## src/rtl/neuron_trainer_if.sv

```systemverilog
// Feeder-to-trainer bus: sample handshake inputs and the trained-weight outputs.
interface neuron_trainer_if;
  logic [31:0]        nInput;
  logic signed [6:0]  x1Input;
  logic signed [6:0]  x2Input;
  logic [1:0]         tInput;
  logic               dataReady;
  logic               requestFlag;
  logic               done;
  logic signed [13:0] w1;
  logic signed [13:0] w2;
  logic signed [13:0] b;

  modport master (
    output nInput, x1Input, x2Input, tInput, dataReady,
    input  requestFlag, done, w1, w2, b
  );

  modport slave (
    input  nInput, x1Input, x2Input, tInput, dataReady,
    output requestFlag, done, w1, w2, b
  );
endinterface

```

## src/rtl/neuron_trainer.sv

```systemverilog
// Two-input perceptron trainer with bipolar step activation and saturating
// weight updates; pulls one sample per REQ/CALC/UPD pass until an epoch is clean.
module neuron_trainer #(
  parameter int MAX_EPOCHS = 255,
  parameter int WSAT_MAX   = 8191,
  parameter int WSAT_MIN   = -8192
) (
  input  logic            clk,
  input  logic            rst,
  neuron_trainer_if.slave bus
);
  typedef enum logic [2:0] {START, REQ, CALC, UPD, DONE} state_t;

  typedef struct packed {
    logic signed [6:0] x1;
    logic signed [6:0] x2;
    logic              t_pos;
  } sample_t;

  localparam logic signed [14:0] SAT_HI    = 15'(WSAT_MAX);
  localparam logic signed [14:0] SAT_LO    = 15'(WSAT_MIN);
  localparam logic [31:0]        EPOCH_LIM = 32'(MAX_EPOCHS);

  state_t             state, state_nx;
  sample_t            smp;
  logic [31:0]        n_lat, cnt, epoch;
  logic               changed, err, req_q, done_q;
  logic signed [13:0] w1_q, w2_q, b_q;
  logic signed [20:0] p1, p2;
  logic signed [22:0] y_in;
  logic               y_neg, epoch_end, epoch_more;

  // One update step: w +/- x, clamped instead of wrapping.
  function automatic logic signed [13:0] sat_add(input logic signed [13:0] w,
                                                 input logic signed [6:0]  x,
                                                 input logic               pos);
    logic signed [14:0] s;
    s = pos ? (15'(w) + 15'(x)) : (15'(w) - 15'(x));
    if (s > SAT_HI) return 14'(SAT_HI);
    if (s < SAT_LO) return 14'(SAT_LO);
    return 14'(s);
  endfunction

  assign p1    = 21'(w1_q) * 21'($signed(smp.x1));
  assign p2    = 21'(w2_q) * 21'($signed(smp.x2));
  assign y_in  = 23'(p1) + 23'(p2) + 23'(b_q);
  assign y_neg = (y_in < 23'sd0);

  // The sample in UPD counts toward this epoch's change flag.
  assign epoch_end  = ((cnt + 32'd1) >= n_lat);
  assign epoch_more = (changed | err) && ((epoch + 32'd1) < EPOCH_LIM);

  always_ff @(posedge clk or negedge rst) begin
    if (!rst) state <= START;
    else      state <= state_nx;
  end

  always_comb begin
    state_nx = state;
    case (state)
      START:   state_nx = (bus.nInput == 32'd0) ? DONE : REQ;
      REQ:     if (bus.dataReady) state_nx = CALC;
      CALC:    state_nx = UPD;
      UPD:     state_nx = (epoch_end && !epoch_more) ? DONE : REQ;
      DONE:    state_nx = DONE;
      default: state_nx = START;
    endcase
  end

  always_ff @(posedge clk or negedge rst) begin
    if (!rst) begin
      smp     <= '0;
      n_lat   <= '0;
      cnt     <= '0;
      epoch   <= '0;
      changed <= 1'b0;
      err     <= 1'b0;
      w1_q    <= '0;
      w2_q    <= '0;
      b_q     <= '0;
      req_q   <= 1'b0;
      done_q  <= 1'b0;
    end else begin
      req_q  <= (state_nx == REQ);
      done_q <= (state_nx == DONE);
      case (state)
        START: begin
          n_lat   <= bus.nInput;
          cnt     <= '0;
          epoch   <= '0;
          changed <= 1'b0;
        end
        REQ: if (bus.dataReady)
          smp <= '{x1: bus.x1Input, x2: bus.x2Input, t_pos: (bus.tInput == 2'b01)};
        CALC: err <= (!y_neg) != smp.t_pos;
        UPD: begin
          if (err) begin
            w1_q    <= sat_add(w1_q, smp.x1, smp.t_pos);
            w2_q    <= sat_add(w2_q, smp.x2, smp.t_pos);
            b_q     <= sat_add(b_q, 7'sd1, smp.t_pos);
            changed <= 1'b1;
          end
          if (epoch_end && epoch_more) begin
            epoch   <= epoch + 32'd1;
            changed <= 1'b0;
            cnt     <= '0;
            n_lat   <= bus.nInput;
          end else begin
            cnt <= cnt + 32'd1;
          end
        end
        default: ;
      endcase
    end
  end

  assign bus.requestFlag = req_q;
  assign bus.done        = done_q;
  assign bus.w1          = w1_q;
  assign bus.w2          = w2_q;
  assign bus.b           = b_q;
endmodule

```

## src/flat_wrapper.sv

```systemverilog
// flat-port wrapper written by rule: the top's interface ports become plain ports
module neuron_trainer_flat 
#(
  parameter int MAX_EPOCHS = 255,
  parameter int WSAT_MAX   = 8191,
  parameter int WSAT_MIN   = -8192
)
  (clk, rst, bus_nInput, bus_x1Input, bus_x2Input, bus_tInput, bus_dataReady, bus_requestFlag, bus_done, bus_w1, bus_w2, bus_b);
  neuron_trainer_if bus_i ();
  input  logic clk;
  input  logic rst;
  input wire logic [$bits(bus_i.nInput)-1:0] bus_nInput;
  input wire logic [$bits(bus_i.x1Input)-1:0] bus_x1Input;
  input wire logic [$bits(bus_i.x2Input)-1:0] bus_x2Input;
  input wire logic [$bits(bus_i.tInput)-1:0] bus_tInput;
  input wire logic [$bits(bus_i.dataReady)-1:0] bus_dataReady;
  output wire logic [$bits(bus_i.requestFlag)-1:0] bus_requestFlag;
  output wire logic [$bits(bus_i.done)-1:0] bus_done;
  output wire logic [$bits(bus_i.w1)-1:0] bus_w1;
  output wire logic [$bits(bus_i.w2)-1:0] bus_w2;
  output wire logic [$bits(bus_i.b)-1:0] bus_b;
  assign bus_i.nInput = bus_nInput;
  assign bus_i.x1Input = bus_x1Input;
  assign bus_i.x2Input = bus_x2Input;
  assign bus_i.tInput = bus_tInput;
  assign bus_i.dataReady = bus_dataReady;
  assign bus_requestFlag = bus_i.requestFlag;
  assign bus_done = bus_i.done;
  assign bus_w1 = bus_i.w1;
  assign bus_w2 = bus_i.w2;
  assign bus_b = bus_i.b;
  neuron_trainer #(.MAX_EPOCHS(MAX_EPOCHS), .WSAT_MAX(WSAT_MAX), .WSAT_MIN(WSAT_MIN)) u_core (.clk(clk), .rst(rst), .bus(bus_i));
endmodule
```

## config.mk

```make
export PLATFORM = sky130hd
export DESIGN_NAME = neuron_trainer_flat
export DESIGN_NICKNAME = d
export VERILOG_FILES = /design/src/rtl/neuron_trainer_if.sv /design/src/rtl/neuron_trainer.sv /design/src/flat_wrapper.sv
export SDC_FILE = /design/constraint.sdc
export NUM_CORES = 1
export LEC_CHECK = 0
export CAP_MARGIN = 20
export CELL_PAD_IN_SITES_DETAIL_PLACEMENT = 0
export CELL_PAD_IN_SITES_GLOBAL_PLACEMENT = 1
export CORE_ASPECT_RATIO = 0.75
export CORE_UTILIZATION = 50
export CTS_BUF_LIST = sky130_fd_sc_hd__clkbuf_2
export DETAILED_ROUTE_END_ITERATION = 7
export HOLD_SLACK_MARGIN = 0.05
export MAX_ROUTING_LAYER = met4
export PLACE_DENSITY_LB_ADDON = 0.3
export REMOVE_ABC_BUFFERS = 1
export SYNTH_ARGS = -nofsm -noshare
export SYNTH_HDL_FRONTEND = slang
export SYNTH_SLANG_ARGS = --single-unit
export TNS_END_PERCENT = 30
```

## constraint.sdc

```tcl
create_clock -name clk -period 8 [get_ports clk]
set_input_delay 2.4 -clock clk [delete_from_list [all_inputs] [get_ports clk]]
set_output_delay 2.4 -clock clk [all_outputs]
set_load 0.02 [all_outputs]
```

==> flow_summary.json <==
{
  "status": "finished, final reports clean",
  "min_to": "u_core.n_lat[25]",
  "synth_warnings": 0,
  "async_reset_ff_share_pct": 100,
  "swShare_pct": 28.4,
  "grt_max_degree": 98,
  "coreArea_mm2": 0.0348,
  "register_area_mm2": 0.00400,
  "firstDrtPassIters": 5,
  "hold_class": "reg2reg",
  "synth_area_mm2": 0.0177,
  "cp_common_cell": "fa_1",
  "vias": 13400,
  "synth_edf_count": 0,
  "cpPeakStageDelay_ns": 0.79,
  "crit_chain": "nand2_1 -> fa_1 -> inv_1 -> fa_1 -> inv_1 -> fa_1 -> inv_1 -> fa_1 -> fa_1 -> inv_1 -> fa_1 -> inv_1 -> ha_1 -> and4_1 -> o21ai_0 -> nor2_1 -> a211oi_1 -> o31a_1 -> xnor2_1 -> a21oi_1",
  "die_w_um": 219,
  "synth_top_area_share_pct": 23.8,
  "internal-power_mw": 1.01,
  "maxSlewHeadroom_pct": 34.0,
  "routed_via_density": 5.63,
  "grt_pass1_wl_um": 72200,
  "clock_latency_ns": 0.86,
  "syn_area_per_cell_um2": 9.56,
  "reg2reg_slack_ns": 1.66,
  "multi_input_area_mm2": 0.0125,
  "cts_setup_buffers": 0,
  "power_mw": 1.41,
  "die_y_um": 165,
  "critPathLaunchType": "flip-flop",
  "power_switching_mw": 0.399,
  "grt.overflow.total": 0,
  "cts-root-buf": "clkbuf_2",
  "port_buffers": 94,
  "whs_ns": 0.531,
  "final-hold-violation-count": 0,
  "dieArea_mm2": 0.0362,
  "cp-end-kind": "flip-flop",
  "timing.fmax_mhz": 158,
  "synth_area_leader_cell": "fa_1",
  "post_drt_wl_per_cell_um": 18.1,
  "io_pins": 95,
  "place.gp.congestion": 0.881,
  "ctsLongestPathBuffers": 2,
  "dr.first_iter.drc_count": 1033,
  "holdBufCountCts": 0,
  "r2r_start": "u_core.smp[1]",
  "postRouteAntennaNets": 0,
  "antenna_found_initial": 1,
  "cts.clk_slew.worst_paths_ns": 0.28,
  "tightest_slew_ns": 0.985,
  "p_clk_share_pct": 36.7,
  "power_frac_comb_pct": 4.7,
  "wl_um": 43200,
  "start_util_pct": 50.9,
  "drive_gt1_share_pct": 6.39,
  "grt_pass1_vias": 13600,
  "cts_max_level": 4,
  "worstPathRequired_ns": 8.76,
  "p_leak_nw": 9.50,
  "ys_ff_latch": 160,
  "rsz0062_at_grt": "no",
  "holdPathStages": 1,
  "setup_tns_ns": 0,
  "grt_usage_pct": 26.5,
  "yosysUniqueCellTypes": 77,
  "power_density_mw_per_mm2": 72.8,
  "drc": 0,
  "rows": 59,
  "dpl.hpwl_um": 33300,
  "fin_crit_ns": 6.34,
  "cp_slowest_cell": "dfrtp_1",
  "r2r_end": "u_core.err",
  "fin_nets": 2310,
  "pre_cts_ws_ns": 1.58,
  "synthFlopType": "dfrtp_1",
  "fillers": 3147,
  "min_from": "u_core.n_lat[25]",
  "r2r_cells": 20,
  "area_growth_pct": 9.10,
  "power.share.sequential_pct": 58.5,
  "finalSetupViolations": 0,
  "cts_tree": "yes",
  "cts.sinks": 160,
  "cp_max_fo": 17,
  "finClkSkew_ns": 0.0316,
  "arrival_ns": 7.10,
  "synth.top_cells.by_area": "fa_1 24%, dfrtp_1 23%, ha_1 9.7%",
  "final.period_utilization_pct": 79.3,
  "slew_violations": 0,
  "drv_cap": 0,
  "numCtsBuffers": 17,
  "post_cts_resized": 0,
  "fin_ws_ns": 1.66,
  "yosysSeqAreaShare_pct": 22.6,
  "criticalPathCategory": "reg2reg",
  "ir_drop_v": 0.0000678,
  "syn_inst": 1853
}
## routing by layer
layer  vias to the layer above  track usage, %  wire length, um
met2                       326            38.1            18800
li1                       6315               -                -
met5                         -               -                0
met1                      6744            39.5            21600
met3                        35            3.92             2270
met4                         0            5.21              542
## power groups by stage
stage | sequential, mW | clock [mW] | combinational, mW
finish | 0.823 | 0.517 | 0.0664
global route | 0.825 | 0.565 | 0.0750
detailed placement | 0.837 | 0 | 0.0679
global placement | 0.836 | 0 | 0.0663
floorplan | 0.835 | 0 | 0.0171
CTS | 0.824 | 0.537 | 0.0685
## through the flow
step	util, %	cell area (um^2)	instances
CTS	55.6	19300	2381
global route	55.6	19300	2382
global placement	54.8	19100	2349
floorplan	-	17400	1787
detailed placement	54.8	19100	2349
finish	55.6	19300	2382
## how the worst max path moves through the flow
stage / start / end / slack (ns) / depth (start not counted)
final: u_core.smp[1] / u_core.err / 1.66 / 20
after floorplan: u_core.bus.w2[13] / u_core.err / 2.25 / 20
after detailed placement: u_core.smp[1] / u_core.err / 1.58 / 20
after CTS: u_core.smp[1] / u_core.err / 1.54 / 20
after global routing: u_core.smp[1] / u_core.err / 1.17 / 20
after global placement: u_core.smp[1] / u_core.err / 1.78 / 20
## layout make-up
type | instances | area share, %
Antenna cell | 1 | 0.0130
Clock buffer | 17 | 0.440
Clock inverter | 15 | 0.894
Inverter | 266 | 5.17
Multi-Input combinational cell | 1361 | 64.5
Sequential cell | 160 | 20.7
Tap cell | 457 | 2.96
Timing Repair Buffer | 105 | 5.30
## cell families (layout without fill, tap and decap cells)
family	Yosys count	in the layout	synth area share, %
mux	57	57	3.58
compound gates	315	315	12.5
buf+inv	332	403	7.16
simple gates	541	541	15.6
fa+ha+maj	360	360	34.2
other cells	0	1	0
xor+xnor	88	88	4.35
flops	160	160	22.6
## placed cells by master, fill, tap and decap left out, drive strengths merged, types with 9 or more instances in the layout
| master | Yosys | layout |
|---|---|---|
| inv | 266 | 273 |
| o21bai | 10 | 10 |
| and2 | 120 | 120 |
| nor2 | 84 | 84 |
| maj3 | 12 | 12 |
| clkdlybuf4s50 | 0 | 93 |
| xor2 | 39 | 39 |
| and3 | 12 | 12 |
| xnor2 | 49 | 49 |
| a32o | 19 | 19 |
| clkbuf | 54 | 17 |
| buf | 12 | 12 |
| a22o | 14 | 14 |
| nor3 | 26 | 26 |
| nand2 | 160 | 160 |
| mux2 | 51 | 51 |
| o31ai | 10 | 10 |
| nand3 | 35 | 35 |
| a31oi | 9 | 9 |
| nor4 | 16 | 16 |
| a211oi | 13 | 13 |
| a21oi | 53 | 53 |
| nand4 | 25 | 25 |
| a21o | 44 | 44 |
| nand2b | 25 | 25 |
| dfrtp | 160 | 160 |
| o21ai | 69 | 69 |
| ha | 137 | 137 |
| fa | 211 | 211 |
## sequential cells by signal, summed over array words and instances, names as in the netlist, 3 cells and up
name,flops
u_core.bus.b,14
u_core.bus.w1,14
u_core.bus.w2,14
u_core.cnt,32
u_core.epoch,32
u_core.n_lat,32
u_core.smp,15
u_core.state,3
## worst max-delay path: cells and delay by family (launching register included)
kind,cells,cell delay [ns]
AOI/OAI and AO/OA,4,0.63
xor gates and xnor gates,1,0.12
adders and majority gates,7,3.67
buffers and inverters,5,0.31
DFF,1,0.79
and+or+nand+nor,3,0.72
## synth_stat cells (all sizes together) (10+ instances only)
library cell and instances:
dfrtp 160, a211oi 13, mux2 51, and3 12, clkbuf 54, buf 12
and2 120, nand3 35, maj3 12, a22o 14, inv 266, nand2 160
a32o 19, o21ai 69, a21oi 53, xnor2 49, o21bai 10, nand2b 25
a21o 44, nor4 16, nor3 26, fa 211, nand4 25, o31ai 10
xor2 39, nor2 84, ha 137
No activity file was read; power rests on OpenSTA's default activity.
==> variant 1: new RTL, same settings <==
`WSAT_MAX` is set to 8191 in 2 places; all go to 4096.
--- a/src/rtl/neuron_trainer.sv
+++ b/src/rtl/neuron_trainer.sv
@@ -3,5 +3,5 @@
 module neuron_trainer #(
   parameter int MAX_EPOCHS = 255,
-  parameter int WSAT_MAX   = 8191,
+  parameter int WSAT_MAX   = 4096,
   parameter int WSAT_MIN   = -8192
 ) (
--- a/src/flat_wrapper.sv
+++ b/src/flat_wrapper.sv
@@ -3,5 +3,5 @@
 #(
   parameter int MAX_EPOCHS = 255,
-  parameter int WSAT_MAX   = 8191,
+  parameter int WSAT_MAX   = 4096,
   parameter int WSAT_MIN   = -8192
 )
Function: no difference found for any inputs over 4 cycles, from zero or initial values and one cycle with rst low; that may be too few to reach the edited logic, so the function may still have changed.
==> variant 1 against the original RTL <==
- clock skew increased by 0.0047 ns
- global-route usage is 0.24 points higher
- cell area rose by 1.2%
- synthesized area increased by 1.2%
- setup slack improved by 0.20 ns
- critical endpoint unchanged
- the run now ends with design-rule violations left
- sequential cell count unchanged
- first-iteration DRC count rose by 11%
- critical path depth fell by 3
- wire length grew 3.3%
Power is left out: the tool's default activity adds up to more than one toggle a clock period on the data nets, which glitch-free logic cannot reach.
==> variant 1: results (changes against the original RTL) <==
* Run status: finished with violations
* Failing checks: design-rule violations
* Async S/R FF share, synth at 100.0% (unchanged)
* Synth cell count leaders: 273 x inv_1, 211 x fa_1, 198 x nand2_1
* Worst flop-to-flop path startpoint: u_core.smp[7]$_DFFE_PN0P_
* Initial DRC count at 1142 (+11%)
* Share of layout cells above drive strength 1 at 5.927% (-0.47 points)
* CTS-repair resized insts at 0 (unchanged)
* Clock skew at 0.03628 ns (+0.004686 ns)
* Max incr delay on CP at 0.56 ns (-0.23 ns)
* Total GRT Usage at 26.73% (+0.24 points)
* Port bufs at 94 (unchanged)
* Register area share after synthesis at 22.34% (-0.27 points)
* # fillers at 3196 (+1.6%)
* Crit-path slowest cell: dfrtp_1
* Final WL at 44580 µm (+3.3%)
* Clk buf depth at 2 (unchanged)
* Post-CTS setup buffer count at 0 (unchanged)
* Clock latency at the later pin of the worst-skew pair at 0.86 ns (about the same)
* Pre-Repair DR Iteration Count at 8 (+3)
* Initial antenna violation count at 1 (unchanged)
* Worst min path class: reg -> reg
* Total CTS buffers at 17 (unchanged)
* Library cells used by synthesis at 78 (+1.3%)
* First-pass GRT wire length at 74870 µm (+3.7%)
* Final #Nets at 2360 (+2.2%)
* Post-DP HPWL at 34740 µm (+4.3%)
* Top cells by area, synth: fa_1 24%, dfrtp_1 22%, ha_1 9.6%, inv_1 5.7%, and2_1 4.2%
* Cell family contributing the most delay on the critical path: adder cells
* Crit Path Max Fanout at 15 (-2)
* Largest regs: u_core.cnt: 32 flops, u_core.epoch: 32 flops, u_core.n_lat: 32 flops
* Clock tree root buffer cell: clkbuf_2
* Main synth FF type: dfrtp_1
* # DRC at 7 (+7)
* H-tree levels at 4 (unchanged)
* CP Launch Type: flip-flop
* Gpl congestion at 0.9312 (+5.7%)
* Tightest Pin Transition at 1.154 ns (+0.1693 ns)
* Worst hold path startpoint: u_core.n_lat[28]$_DFFE_PN0P_
* Number of global-route vias before repair at 14096 (+3.5%)
* Largest net degree at the start of global routing at 108 (+10%)
* Yosys warns at 0 (unchanged)
* Clock transition at path regs at 0.26 ns (-0.02 ns)
* Critical path arrival at 6.93 ns (-0.17 ns)
* Vias per cell at 5.718 (+1.5%)
variant 1: changes by cell type in the layout (fill, tap and decap cells not counted), sizes merged, moves of 10 or more:
cell,unedited run,this run
maj3,12,0
xor2,39,25
a22o,14,26
nor2,84,61
a32o,19,0
nor3,26,41
a21oi,53,64
or3,4,14
and3,12,23
nand2,160,198
a21o,44,31
variant 1: logic make-up after synthesis:
group / count (synthesis) / synth area share [%]
XOR/XNOR: 74 / 3.616
AO/OA/AOI/OAI: 318 / 12.36
AND/OR/NAND/NOR: 605 / 17.59
multiplexers: 59 / 3.637
flip-flops: 160 / 22.34
buffers and inverters: 337 / 7.316
adder cells (fa/ha/maj): 348 / 33.13
variant 1: cell type report:
| class | instances | area share [%] |
|---|---|---|
| repair buffers | 104 | 5.303 |
| clock inverters | 15 | 1.126 |
| clock buffers | 17 | 0.4349 |
| inverters | 274 | 5.258 |
| multi-input cells | 1404 | 64.46 |
| well taps | 457 | 2.923 |
| flip-flops and latches | 160 | 20.47 |
| diodes | 2 | 0.02559 |
variant 1: through the flow:
step / hold WS [ns] / cell area, µm² / cells / worst slack, ns
CTS: 0.5420 / 19530 / 2430 / 1.968
detailed placement: 0.4872 / 19220 / 2398 / 2.033
finish: 0.5363 / 19560 / 2433 / 1.856
global route: 0.5520 / 19560 / 2433 / 1.619
floorplan: 0.4642 / 17640 / 1838 / 2.461
global placement: 0.4814 / 19220 / 2398 / 2.063
variant 1: worst paths after layout:
kind / end / slack [ns] / depth (start not counted)
max reg2reg: u_core.err$_DFFE_PN0P_ / 1.86 / 17
min reg2reg: u_core.n_lat[28]$_DFFE_PN0P_ / 0.54 / 1
min: u_core.n_lat[28]$_DFFE_PN0P_ / 0.54 / 1
max in group asynchronous: u_core.n_lat[7]$_DFFE_PN0P_ / 5.48 / 2
min in group asynchronous: u_core.epoch[23]$_DFFE_PN0P_ / 1.44 / 1
max: u_core.err$_DFFE_PN0P_ / 1.86 / 17
variant 1: layer usage:
layer / track usage [%] / vias up / routed length, µm
met2: 37.49 / 396 / 19030
met5: - / - / 0
met1: 41.09 / 6972 / 22380
met4: 4.407 / 0 / 524
met3: 4.066 / 32 / 2641
li1: - / 6511 / -
variant 1: worst register-to-register path, stage by stage (launching register included):
cell      delay (ns)
dfrtp_1         0.56
inv_1           0.46
nor2_1          0.15
fa_1            0.52
fa_1            0.51
fa_1            0.53
fa_1            0.52
fa_1            0.55
inv_1           0.06
fa_1            0.53
inv_1           0.04
ha_1            0.30
a21oi_1         0.20
o211ai_1        0.12
o21ai_0         0.55
o211ai_1        0.21
xnor2_1         0.15
o21ai_0         0.14
==> variant 2: new RTL, same settings <==
Without the edit above. Encoding of `state_t`: now one-hot (5 bits for 5 states).
--- a/src/rtl/neuron_trainer.sv
+++ b/src/rtl/neuron_trainer.sv
@@ -10,5 +10,5 @@
   neuron_trainer_if.slave bus
 );
-  typedef enum logic [2:0] {START, REQ, CALC, UPD, DONE} state_t;
+  typedef enum logic [4:0] {START = 5'b00001, REQ = 5'b00010, CALC = 5'b00100, UPD = 5'b01000, DONE = 5'b10000} state_t;
 
   typedef struct packed {
Behaviour: same outputs for any inputs over 4 cycles, from zero or initial values and one cycle with rst low; so few cycles prove little.
==> variant 2 against the original RTL <==
- the run now ends with design-rule violations left
- via count is 0.98% higher
- setup slack worse by 0.23 ns
- wire length is 1.4% lower
- final cell count is 1.5% higher
- synthesized cell count is 1.8% higher
- core utilization is 0.16 points higher
- synthesized area is 0.64% higher
- sequential cell count is 2 higher
- cell area is 0.72% higher
- first-iteration DRC count is 16% lower
- critical path type unchanged
- highest routed layer unchanged
Power is left out: the tool's default activity adds up to more than one toggle a clock period on the data nets, which glitch-free logic cannot reach.
==> variant 2: results (changes against the original RTL) <==
* Initial DRC count at 866 (-16%)
* Synth Area in XOR/XNOR at 4.766% (+0.41 points)
* Post-synthesis adder-cell area fraction at 33.37% (-0.84 points)
* Share of layout cells above drive strength 1 at 5.972% (-0.42 points)
* Library cells used by synthesis at 68 (-12%)
* Yosys warns at 0 (unchanged)
* Failing checks: design-rule violations
* Worst hold path startpoint: u_core.cnt[31]$_DFFE_PN0P_
* Synth Instances at 1886 (+1.8%)
* Top cells by area, synth: fa_1 24%, dfrtp_1 23%, ha_1 9.6%, inv_1 5.4%, and2_1 4.3%
* Total GRT Usage at 25.82% (-0.66 points)
* First-pass GRT wire length at 71120 µm (-1.5%)
* Compound-Gate Fraction of Synth Area at 11.74% (-0.73 points)
* Register-to-register setup slack at 1.42 ns (-0.23 ns)
* Multiplexer share of the synthesized area at 3.867% (+0.29 points)
* Max incr delay on CP at 0.89 ns (+0.10 ns)
* Non-filler instance count after layout at 2418 (+1.5%)
* Inst Count DP at 2384 (+1.5%)
* Multi-input logic area at 12520 µm² (+0.48%)
* # fillers at 3227 (+2.5%)
* Crit-path slowest cell: dfrtp_1
* Run status: finished with violations
* Gpl congestion at 0.8614 (-2.2%)
* Hold slack at 0.5164 ns (-0.01478 ns)
* Register area share after synthesis at 22.75% (+0.14 points)
* Synth cell count leaders: 258 x inv_1, 211 x fa_1, 186 x nand2_1
* # DRC at 7 (+7)
* Pre-CTS WS at 1.489 ns (-0.08910 ns)
* Pre-Repair DR Iteration Count at 7 (+2)
* Worst Hold Path EP: u_core.cnt[31]$_DFFE_PN0P_
* Clock skew at 0.05086 ns (+0.01927 ns)
* Vias at 13551 (+0.98%)
* Worst flop-to-flop path startpoint: u_core.smp[3]$_DFFE_PN0P_
* Final #Nets at 2345 (+1.5%)
* Clock latency at the later pin of the worst-skew pair at 0.88 ns (+0.02 ns)
* Clk buf depth at 2 (unchanged)
* DP Area at 19170 µm² (+0.56%)
* Critical path arrival at 7.38 ns (+0.28 ns)
* Largest net degree at the start of global routing at 100 (+2.0%)
variant 2: how the worst max path moves through the flow:
stage / to / slack (ns) / cells past startpoint
finish: u_core.err$_DFFE_PN0P_ / 1.42 / 19
global route: u_core.err$_DFFE_PN0P_ / 1.06 / 19
CTS: u_core.err$_DFFE_PN0P_ / 1.42 / 19
detailed placement: u_core.err$_DFFE_PN0P_ / 1.49 / 19
global placement: u_core.err$_DFFE_PN0P_ / 1.65 / 17
floorplan: u_core.err$_DFFE_PN0P_ / 2.05 / 19
variant 2: worst reg2reg max path, cell delays in order (launching register included):
cell and delay [ns]:
dfrtp_1 0.89, nand2_1 0.25, fa_1 0.64, inv_1 0.16, fa_1 0.56, inv_1 0.08, fa_1 0.59, inv_1 0.07
fa_1 0.51, fa_1 0.55, inv_1 0.06, fa_1 0.53, inv_1 0.05, ha_1 0.30, and4_1 0.20, o21ai_0 0.13
a2111oi_0 0.42, nor3_1 0.13, xnor2_1 0.14, mux2_2 0.27
variant 2: layout make-up:
class / instances / share of cell area (%)
multi-input combinational: 1398 / 64.35
sequential: 162 / 20.84
timing repair buffer: 108 / 5.381
inverter: 259 / 4.995
tap: 457 / 2.938
clock inverter: 14 / 1.009
clock buffer: 18 / 0.4629
antenna: 2 / 0.02572
variant 2: per-layer routing:
metal	up-vias	track usage, %	wire length (µm)
li1	6386	-	-
met3	32	3.681	2449
met5	-	-	0
met1	6800	38.28	21050
met2	333	37.46	18570
met4	0	5.486	482
